## config.mk

```make
export PLATFORM = sky130hd
export DESIGN_NAME = fsm_arbiter_rr
export DESIGN_NICKNAME = d
export VERILOG_FILES = /design/src/rtl/fsm_arbiter_rr.sv
export SDC_FILE = /design/constraint.sdc
export NUM_CORES = 1
export LEC_CHECK = 0
export CORE_MARGIN = 4
export CORE_UTILIZATION = 35
export DETAILED_ROUTE_END_ITERATION = 7
export GPL_ROUTABILITY_DRIVEN = 0
export MAX_ROUTING_LAYER = met4
export RECOVER_POWER = 100
export REMOVE_ABC_BUFFERS = 1
export SYNTH_ARGS = -nofsm -noshare
export SYNTH_HDL_FRONTEND = slang
export SYNTH_SLANG_ARGS = --single-unit
```

## constraint.sdc

```tcl
create_clock -name clock -period 2 [get_ports clock]
set_clock_uncertainty 0.1 [all_clocks]
set_input_delay 0.4 -clock clock [delete_from_list [all_inputs] [get_ports clock]]
set_output_delay 0.4 -clock clock [all_outputs]
set_load 0.03 [all_outputs]
```

## src/rtl/fsm_arbiter_rr.sv

```systemverilog
// N-channel request/grant arbiter with run-time fixed or round-robin priority,
// back-to-back hand-over and a hold limit that preempts the owner when others wait.
module fsm_arbiter_rr #(
  parameter int NUM_REQ  = 4,
  parameter int MAX_HOLD = 8,
  parameter int IDW      = $clog2(NUM_REQ)
) (
  input  logic               clock,
  input  logic               reset,
  input  logic [NUM_REQ-1:0] req,
  input  logic               rr_mode,
  output logic [NUM_REQ-1:0] gnt,
  output logic [IDW-1:0]     gnt_id,
  output logic               busy,
  output logic               preempt
);

  // state | meaning
  // IDLE  | no owner, gnt = 0
  // GRANT | gnt_id owns the resource, gnt = 1 << gnt_id

  localparam int HW = (MAX_HOLD > 0) ? $clog2(MAX_HOLD + 1) : 1;
  localparam logic [HW-1:0]      HOLD_MAX = HW'(MAX_HOLD);
  localparam logic [NUM_REQ-1:0] GNT_ONE  = {{(NUM_REQ-1){1'b0}}, 1'b1};

  typedef enum logic {IDLE, GRANT} state_t;

  state_t        state;
  logic [IDW-1:0] last_owner;
  logic [HW-1:0]  hold_cnt;

  logic [NUM_REQ-1:0] others;
  logic [IDW-1:0]     load_idx;
  logic               load;
  logic               load_pre;
  logic               go_idle;

  function automatic logic [IDW-1:0] select_idx(input logic [NUM_REQ-1:0] v,
                                                input logic rr,
                                                input logic [IDW-1:0] last);
    logic [IDW-1:0] win;
    logic [IDW-1:0] idx;
    win = '0;
    // Scan from lowest to highest priority so the last hit is the winner.
    for (int j = NUM_REQ; j >= 1; j--) begin
      if (rr) idx = IDW'((int'(last) + j) % NUM_REQ);
      else    idx = IDW'(j - 1);
      if (v[idx]) win = idx;
    end
    return win;
  endfunction

  // gnt is zero in IDLE, so this is simply req there; in GRANT it masks the owner.
  assign others   = req & ~gnt;
  assign load_idx = select_idx(others, rr_mode, last_owner);

  always_comb begin
    load     = 1'b0;
    load_pre = 1'b0;
    go_idle  = 1'b0;
    case (state)
      IDLE: load = |req;
      GRANT: begin
        if (!req[gnt_id]) begin
          if (|others) load = 1'b1;
          else         go_idle = 1'b1;
        end else if ((MAX_HOLD != 0) && (hold_cnt == HOLD_MAX) && (|others)) begin
          load     = 1'b1;
          load_pre = 1'b1;
        end
      end
      default: go_idle = 1'b1;
    endcase
  end

  always_ff @(posedge clock or negedge reset) begin
    if (!reset) begin
      state      <= IDLE;
      gnt        <= '0;
      gnt_id     <= '0;
      busy       <= 1'b0;
      preempt    <= 1'b0;
      last_owner <= IDW'(NUM_REQ - 1);
      hold_cnt   <= '0;
    end else if (load) begin
      state      <= GRANT;
      gnt        <= GNT_ONE << load_idx;
      gnt_id     <= load_idx;
      busy       <= 1'b1;
      preempt    <= load_pre;
      last_owner <= load_idx;
      hold_cnt   <= HW'(1);
    end else if (go_idle) begin
      state   <= IDLE;
      gnt     <= '0;
      gnt_id  <= '0;
      busy    <= 1'b0;
      preempt <= 1'b0;
    end else begin
      preempt <= 1'b0;
      if ((state == GRANT) && (MAX_HOLD != 0) && (hold_cnt != HOLD_MAX))
        hold_cnt <= hold_cnt + HW'(1);
    end
  end

`ifndef SYNTHESIS
  a_gnt_onehot: assert property (@(posedge clock) disable iff (!reset)
    $onehot0(gnt) && (!busy || (gnt == (GNT_ONE << gnt_id))) && (busy == (|gnt)));
`endif

endmodule

```

### After elaboration in Yosys (flattened, before gate mapping)

Cells that the tools add are included.

| storage, ports and cells | value |
|---|---|
| register bits | 14 |
| input port bits | 7 |
| output and inout bits | 8 |
| logic and storage cells | 67 |

| operators by class | value |
|---|---|
| $add $sub $neg | 5 |
| $lt $le $gt $ge | 5 |
| eq/ne operators | 3 |
| shifts and indexed selects | 1 |
| multiplexer cells | 37 |
| bitwise gates (word level) | 3 |
| reductions and logical operators | 7 |

Operator list:

| kind | count |
|---|---|
| $mux 2 | 10 |
| $mux 4 | 5 |
| $mux 1 | 16 |
| $lt 2x3->1 const B | 5 |
| $bmux 1 s2 | 5 |
| $reduce_or 4->1 | 2 |
| $add 2x1->2 const B | 2 |
| $add 2x2->2 const B | 2 |
| $add 4x1->4 const B | 1 |
| $and 4x4->4 | 1 |
| $eq 4x4->1 const B | 1 |
| $ne 4x4->1 const B | 1 |
| $not 4->4 | 1 |
| $reduce_bool 2->1 | 2 |
| $shl 1x2->4 const A | 1 |
| $logic_and 1x1->1 | 2 |
| $ne 2x2->1 const B | 1 |
| $pmux 1 s2 | 1 |
| $reduce_and 2->1 | 1 |
| $not 1->1 | 1 |

### Depth between registers and ports, before layout

Gate-level depths: netlist of the first run.

| depth | value |
|---|---|
| word-level depth | 10 |
| mapped depth | 7 |
| depth with buffers taken out | 7 |

### Least setup slack after synthesis of the first run

No wires, ideal clock.

| timing path | value |
|---|---|
| path type | register to register |
| start | register gnt_id[1] |
| end | register last_owner[1] |
| setup time | 82 ps |
| data arrival time | 1817 ps |
| required time | 1818 ps |
| slack | 1 ps |
| cell stages (with the launch flop) | 6 |
| path buffers | 0 |
| clock period less this slack | 1999 ps |
| cell sequence | dfrtp_1 mux4_2 nand2_1 a21oi_1 nor2_2 mux2_2 |

| between the ends | value |
|---|---|
| word-level cells in the longest chain between the ends | 4 |

Ends and longest elaborated chain:

| element | line | source |
|---|---|---|
| start: declaration | 13 | `output logic [IDW-1:0] gnt_id,` |
| start signal: assignment | 88 | `gnt_id <= load_idx;` |
| $bmux 1 s2 | 64 | `if (!req[gnt_id]) begin` |
| $mux 1 (implied by the code) | 64 |  |
| $mux 1 | 64 |  |
| $pmux 1 s2 | 61 | `case (state)` |
| end signal: assignment | 83 | `last_owner <= IDW'(NUM_REQ - 1);` |
| end signal: assignment | 91 | `last_owner <= load_idx;` |
| end: declaration | 29 | `logic [IDW-1:0] last_owner;` |

Every way passes these cells. The select of a mux whose other input is x is not followed.
A chain may end at the register's enable or synchronous reset.

### Final worst setup path of the first run

| timing path | value |
|---|---|
| start | register gnt[0] |
| end | output port gnt[0] |

RTL lines:

| element | line | source |
|---|---|---|
| start: declaration | 12 | `output logic [NUM_REQ-1:0] gnt,` |
| start signal: assignment | 87 | `gnt <= GNT_ONE << load_idx;` |

No word-level cell between the ends.

==> results of run 1 <==
[registers in the layout, indices dropped and copies added, names as in the netlist]
signal,count
gnt_id,2
last_owner,2
state,1
gnt,4
hold_cnt,4
preempt,1
[per-stage QoR]
| step | total power, uW | utilization | cells |
|---|---|---|---|
| after global placement | 1384 | 0.4924 | 138 |
| after global routing | 1726 | 0.5160 | 144 |
| after floorplan | 1030 | - | 83 |
| after CTS | 1639 | 0.5165 | 144 |
| final | 1604 | 0.5160 | 144 |
| after detailed placement | 1393 | 0.4924 | 138 |
[routing by layer]
metal / vias up / track usage / wire [um]
met1: 390 / 0.1816 / 953
met4: 0 / 0.06102 / 46
met5: - / - / 0
li1: 381 / - / -
met3: 6 / 0.02989 / 78
met2: 22 / 0.2211 / 970
[logic make-up (layout without fill, tap and decap cells)]
group / after synthesis / after routing / synth area share
AOI/OAI and AO/OA: 26 / 26 / 0.2345
xor gates and xnor gates: 2 / 2 / 0.02118
adders and majority gates: 2 / 2 / 0.03025
buffers and inverters: 4 / 37 / 0.01815
DFF: 14 / 14 / 0.4266
muxes: 3 / 3 / 0.05295
and+or+nand+nor: 32 / 32 / 0.2164
[power groups by stage]
stage | Clock (uW) | Sequential (uW) | Combinational, uW
detailed placement | 0 | 522 | 872
CTS | 218 | 517 | 904
finish | 212 | 516 | 876
global route | 230 | 535 | 961
floorplan | 0 | 584 | 445
global placement | 0 | 520 | 864
[final timing paths]
check                         startpoint           to  slack (ns)
min                               gnt[2]       gnt[2]        0.42
max                               gnt[0]       gnt[0]        0.08
min reg2reg                       gnt[2]       gnt[2]        0.42
max reg2reg                last_owner[0]       gnt[0]        0.12
max in group asynchronous          reset       gnt[3]        0.92
min in group asynchronous          reset  hold_cnt[2]        0.46
[synthesized netlist by cell type]
cell,instances,area [um2]
dfrtp_1,12,300.3
mux2i_1,1,10.01
a32o_1,2,20.02
nand2_1,7,26.28
xnor2_1,1,8.760
dfstp_2,2,52.55
a311o_1,1,10.01
a21boi_0,2,15.01
inv_1,4,15.01
mux4_2,1,22.52
nand3_1,1,5.000
a21o_1,1,7.510
and4b_1,1,10.01
nor2_1,6,22.52
mux2_2,1,11.26
nor2b_1,1,6.260
or4_1,1,7.510
a22oi_1,1,7.510
xor2_1,1,8.760
o22ai_1,1,6.260
nand3b_1,2,15.01
a21oi_1,3,15.01
ha_1,2,25.02
nor3b_1,1,7.510
o2111ai_1,1,8.760
a31o_2,1,8.760
a311oi_2,1,15.01
nor3_1,1,5.000
or2_4,1,8.760
o21ai_0,6,30.03
o211ai_1,1,7.510
or3_1,1,6.260
nand4_1,1,6.260
nand2b_2,1,8.760
a41o_2,1,11.26
nor2_2,1,6.260
and3_1,1,6.260
o31ai_1,3,22.52
nand2b_1,5,31.28
o32ai_1,1,8.760
[repair_timing]
item / in CTS / in global routing
buffers inserted: 2 / 0
pin swaps: 0 / 1
gates resized for setup: 3 / 10
endpoints found under the setup margin: 3 / 9
[final cells by class]
cell class / count / area (um2)
clock buffers: 4 / 36.28
flip-flops and latches: 14 / 352.8
repair buffers: 29 / 241.5
inverters: 4 / 15.01
fillers: 221 / 1081
multi-input cells: 65 / 471.7
well taps: 28 / 35.03
==> flow_summary.yaml, run 1 <==
outcome:
  outcome: "finished clean"
worst_setup_path:
  cp.arrival_ns: 1.42
  cp-start-kind: "flop"
  endpoint_kind: "output pin"
  crit_cells: 1
  crit_chain: "clkdlybuf4s50_1"
  required_ns: 1.50
  crit_slowest_cell: "clkdlybuf4s50_1"
  crit_family: "buffers and inverters"
  crit_buf_inv: 1
  cp_max_fo: 5
  worstRegToRegCells: 6
  crit_path_max_incr_delay_ns: 0.70
  critPathKind: "reg -> out"
power:
  pwr-share-seq: 0.322
  powerDensity_nw_per_um2: 1392
  p_sw_frac: 0.4172
  p_switching_uw: 669.1
  clkPwrFrac: 0.132
  p_int_uw: 934.5
  p_comb_frac: 0.546
  power_leakage_uw: 0.0005269
  ir_worst_vdd_mv: 0.7084
cts:
  clk_path_buf_depth: 2
  clockRootBuffer: "clkbuf_4"
  cts_tree: "built"
  clkSinkCount: 14
  clkSlewWorstSetupHoldPaths_ns: 0.10
  cts_buffers: 3
  cts_hold_buffers: 0
  insertion_delay_ns: 0.29
  h-tree-depth: 1
logic_synthesis:
  seq_area_frac_synth: 0.4266
  netlist_instances: 83
  synth-warning-count: 0
  yosys.cell_types.count: 40
  syn_area_per_cell_um2: 9.964
  synth.ff_latch_count: 14
  synth_area_um2: 827.0
routing:
  drt-total-wl_um: 2049
  wl_per_cell_um: 14.23
  postRouteAntennaNets: 0
  drtIter0Drc: 14
  dr.pass1.iters: 4
  dr_total_vias: 799
  drc: 0
  vias_per_cell: 5.549
floorplanning:
  initial_core_util: 0.3703
  die_w_um: 56.61
  io_pins: 15
  core-area_um2: 2233
  dieArea_um2: 3205
  fp.dieH_um: 56.61
  rows: 17
timing:
  min_period_over_period: 0.9586
  worst_slew_pin_slew_ns: 0.6411
  timing.fmax_ghz: 0.5216
  rsz0062_at_grt: "no"
  drv_slew: 0
  period_minus_slack_ns: 1.917
  final_hold_viol_count: 0
  hold_ws_ns: 0.4206
  max_slew_margin: 0.5712
  finalSetupViolCount: 0
  worst_slack_ns: 0.08275
  tns_ns: 0
layout:
  diodes: 0
  final_cell_mix: "12 x dfrtp_1, 11 x buf_4, 7 x nor2_1, 7 x nand2_1, 6 x o21ai_0"
  areaGrowthSynthToFinish_pct: 39.33
  layout_commonest_cell: "dfrtp_1"
  design_area_um2: 1152
  drive_gt1_frac: 0.2414
  layout.nets: 126
global_routing:
  grt_pass1_wl_um: 3422
  grt_pass1_vias: 747
  grt_max_degree: 15
  grt.overflow.total: 0
  antenna_found_initial: 0
  grt_usage: 0.1436
place:
  dpl_cell_area_um2: 1100
  pre_cts_ws_ns: -0.3307
  dp_hpwl_um: 1559
  portBuffers: 14
worst_hold_path:
  hold_path.class: "reg -> reg"
  holdPathStages: 1
job:
  maxCapViolCount: 0
No activity file was read; power rests on OpenSTA's default activity.
==> run 2, diff against run 1 <==
CTS_CLUSTER_SIZE = 25   (was default)
TNS_END_PERCENT = 20   (was default)
==> results of run 2 <==
Same layout as run 1: the final DEF is identical, and so are final timing and power.
==> run 3, diff against run 2 <==
ABC_AREA = 1   (was default)
CORE_ASPECT_RATIO = 2   (was default)
GPL_ROUTABILITY_DRIVEN = default   (was 0)
==> run 3 against run 2 <==
Die area increased by 15%. Register-to-register slack improved by 0.13 ns. Worst setup slack improved by 0.011 ns. Worst hold slack barely moved. Fmax up 0.57%. Clock-buffer cell count stayed put. Largest power group unchanged. Highest routed layer unchanged.
==> flow_summary.yaml, run 3 <==
routing:
  dr.pass1.iters: 4
  drc: 0
  dr_total_vias: 1021
  vias_per_cell: 5.030
  drtIter0Drc: 25
  drt-total-wl_um: 2639
  postRouteAntennaNets: 0
  wl_per_cell_um: 13.00
power:
  p_sw_frac: 0.4796
  powerDensity_nw_per_um2: 1463
  finalPower_uw: 1878
  p_int_uw: 977.1
  power_leakage_uw: 0.0007007
  p_switching_uw: 900.6
  pwr-share-seq: 0.272
  ir_worst_vdd_mv: 0.6602
  clkPwrFrac: 0.124
  p_comb_frac: 0.604
global_routing:
  antenna_found_initial: 0
  grt_pass1_wl_um: 4616
  grt_usage: 0.1798
  grt.overflow.total: 0
  grt_pass1_vias: 1121
  grt_max_degree: 15
timing:
  finalSetupViolCount: 0
  max_slew_margin: 0.4946
  tns_ns: 0
  timing.fmax_ghz: 0.5246
  worst_slack_ns: 0.09370
  final_hold_viol_count: 0
  rsz0062_at_grt: "no"
  worst_slew_pin_slew_ns: 0.7582
  min_period_over_period: 0.9532
  drv_slew: 0
  period_minus_slack_ns: 1.906
layout:
  areaGrowthSynthToFinish_pct: 33.94
  regArea_um2: 352.8
  multiInputGateArea_um2: 528.0
  drive_gt1_frac: 0.1771
  layout.nets: 185
  top_regs: "gnt (4), hold_cnt (4)"
  diodes: 0
  layout_commonest_cell: "nand2_1"
  n_fill_cell: 278
  final_cell_mix: "49 x nand2_1, 26 x inv_1, 13 x nor2_1"
  design_area_um2: 1284
place:
  pre_cts_ws_ns: -0.2142
  dpl_cell_area_um2: 1201
  gp_congestion: 0.9302
  portBuffers: 14
  dp_hpwl_um: 2243
worst_setup_path:
  required_ns: 1.50
  cp.arrival_ns: 1.41
  cp-start-kind: "flop"
  crit_family: "buffers and inverters"
  crit_chain: "dlygate4sd3_1"
  crit_path_max_incr_delay_ns: 0.76
  crit_buf_inv: 1
  endpoint_kind: "output pin"
  crit_slowest_cell: "dlygate4sd3_1"
  critPathKind: "reg -> out"
  cp_max_fo: 3
logic_synthesis:
  synth_top_cell_by_area: "dfrtp_1"
  synth-main-ff-cell: "dfrtp_1"
  synth_area_um2: 958.4
  syn_area_per_cell_um2: 6.565
  synth.ff_latch_count: 14
  yosys-top-cells-count: "51 x nand2_1, 26 x inv_1, 16 x nor2_1"
  synth_edf_count: 0
  seq_area_frac_synth: 0.3681
  netlist_instances: 146
  synth.top_cell.area_share: 0.3133
  synth.area.top_cells: "dfrtp_1 31%, nand2_1 20%, inv_1 10%, nor2_1 6.3%, nand3_1 5.7%"
  synth-warning-count: 0
  synth_most_common_cell: "nand2_1"
  yosys.cell_types.count: 22
  async_reset_ff_frac: 1.000
cts:
  clkSinkCount: 14
  clockRootBuffer: "clkbuf_8"
  clkSlewWorstSetupHoldPaths_ns: 0.06
  insertion_delay_ns: 0.25
  cts_tree: "built"
  cts_hold_buffers: 0
  cts_buffers: 3
  clk_path_buf_depth: 2
  h-tree-depth: 1
floorplanning:
  die_w_um: 45
  initial_core_util: 0.3683
  core-area_um2: 2603
  fp.dieH_um: 82.01
  rows: 26
  dieArea_um2: 3690
  io_pins: 15
job:
  maxCapViolCount: 0
worst_hold_path:
  hold_path.class: "reg -> reg"
outcome:
  outcome: "finished clean"
-- run 3: cell types whose count changed in the layout (fill, tap and decap cells not counted), moves of 4 or more --
cell | before | now
clkbuf_4 | 4 | 0
inv_1 | 4 | 26
nand2_1 | 7 | 49
nand2_2 | 0 | 4
nand2b_1 | 4 | 0
nand3_1 | 1 | 11
nor2_1 | 7 | 13
o21ai_0 | 6 | 2
-- run 3: final timing paths --
kind,start,end,slack (ns),cells after the start
hold / removal,hold_cnt[2],preempt,0.42,3
hold reg to reg,hold_cnt[2],preempt,0.42,3
setup reg to reg,last_owner[0],gnt_id[0],0.25,12
min in group asynchronous,reset,gnt[1],0.63,2
max in group asynchronous,reset,gnt_id[0],0.69,2
setup / recovery,gnt[0],gnt[0],0.09,1
-- run 3: metrics by stage --
step	hold slack [ns]	util	cells
after CTS	0.3523	0.4788	201
after floorplan	0.004409	-	146
after global placement	0.4150	0.4615	197
final	0.4202	0.4933	203
after detailed placement	0.4143	0.4615	197
after global routing	0.4651	0.4933	203
-- run 3: layer usage --
layer	wire, um	share of wire	up-vias	track usage
li1	-	-	510	-
met1	881	0.33	467	0.1527
met2	1473	0.56	31	0.3253
met3	95	0.036	13	0.01754
met4	189	0.072	0	0.1554
met5	0	0	-	-
-- run 3: power by group through the flow --
stage                     combinational (uW)  sequential (uW)  clock [uW]
final                                   1130              510         233
after global routing                    1290              526         259
after CTS                               1130              505         247
after detailed placement                1120              510           0
after global placement                  1100              507           0
after floorplan                          631              576           0
-- run 3: cell type report --
type                            count  area share
Multi-Input combinational cell    105      0.4113
Sequential cell                    14      0.2749
Timing Repair Buffer               25      0.1725
Inverter                           27     0.07895
Clock buffer                        4     0.03509
Tap cell                           28     0.02729
-- run 3: kinds of logic (layout without fill, tap and decap cells) --
family                   count (synthesis)  after routing  share of synthesized area
AO/OA/AOI/OAI                           13             13                    0.08354
adder cells (fa/ha/maj)                  2              2                    0.02611
buffers and inverters                   27             56                     0.1057
flip-flops                              14             14                     0.3681
AND/OR/NAND/NOR                         90             90                     0.4165
-- run 3: timing repair --
item,4_1_cts,5_1_grt
buffers inserted,0,2
hold endpoints to repair,0,0
resized for setup,0,9
endpoints found under the setup margin,0,11
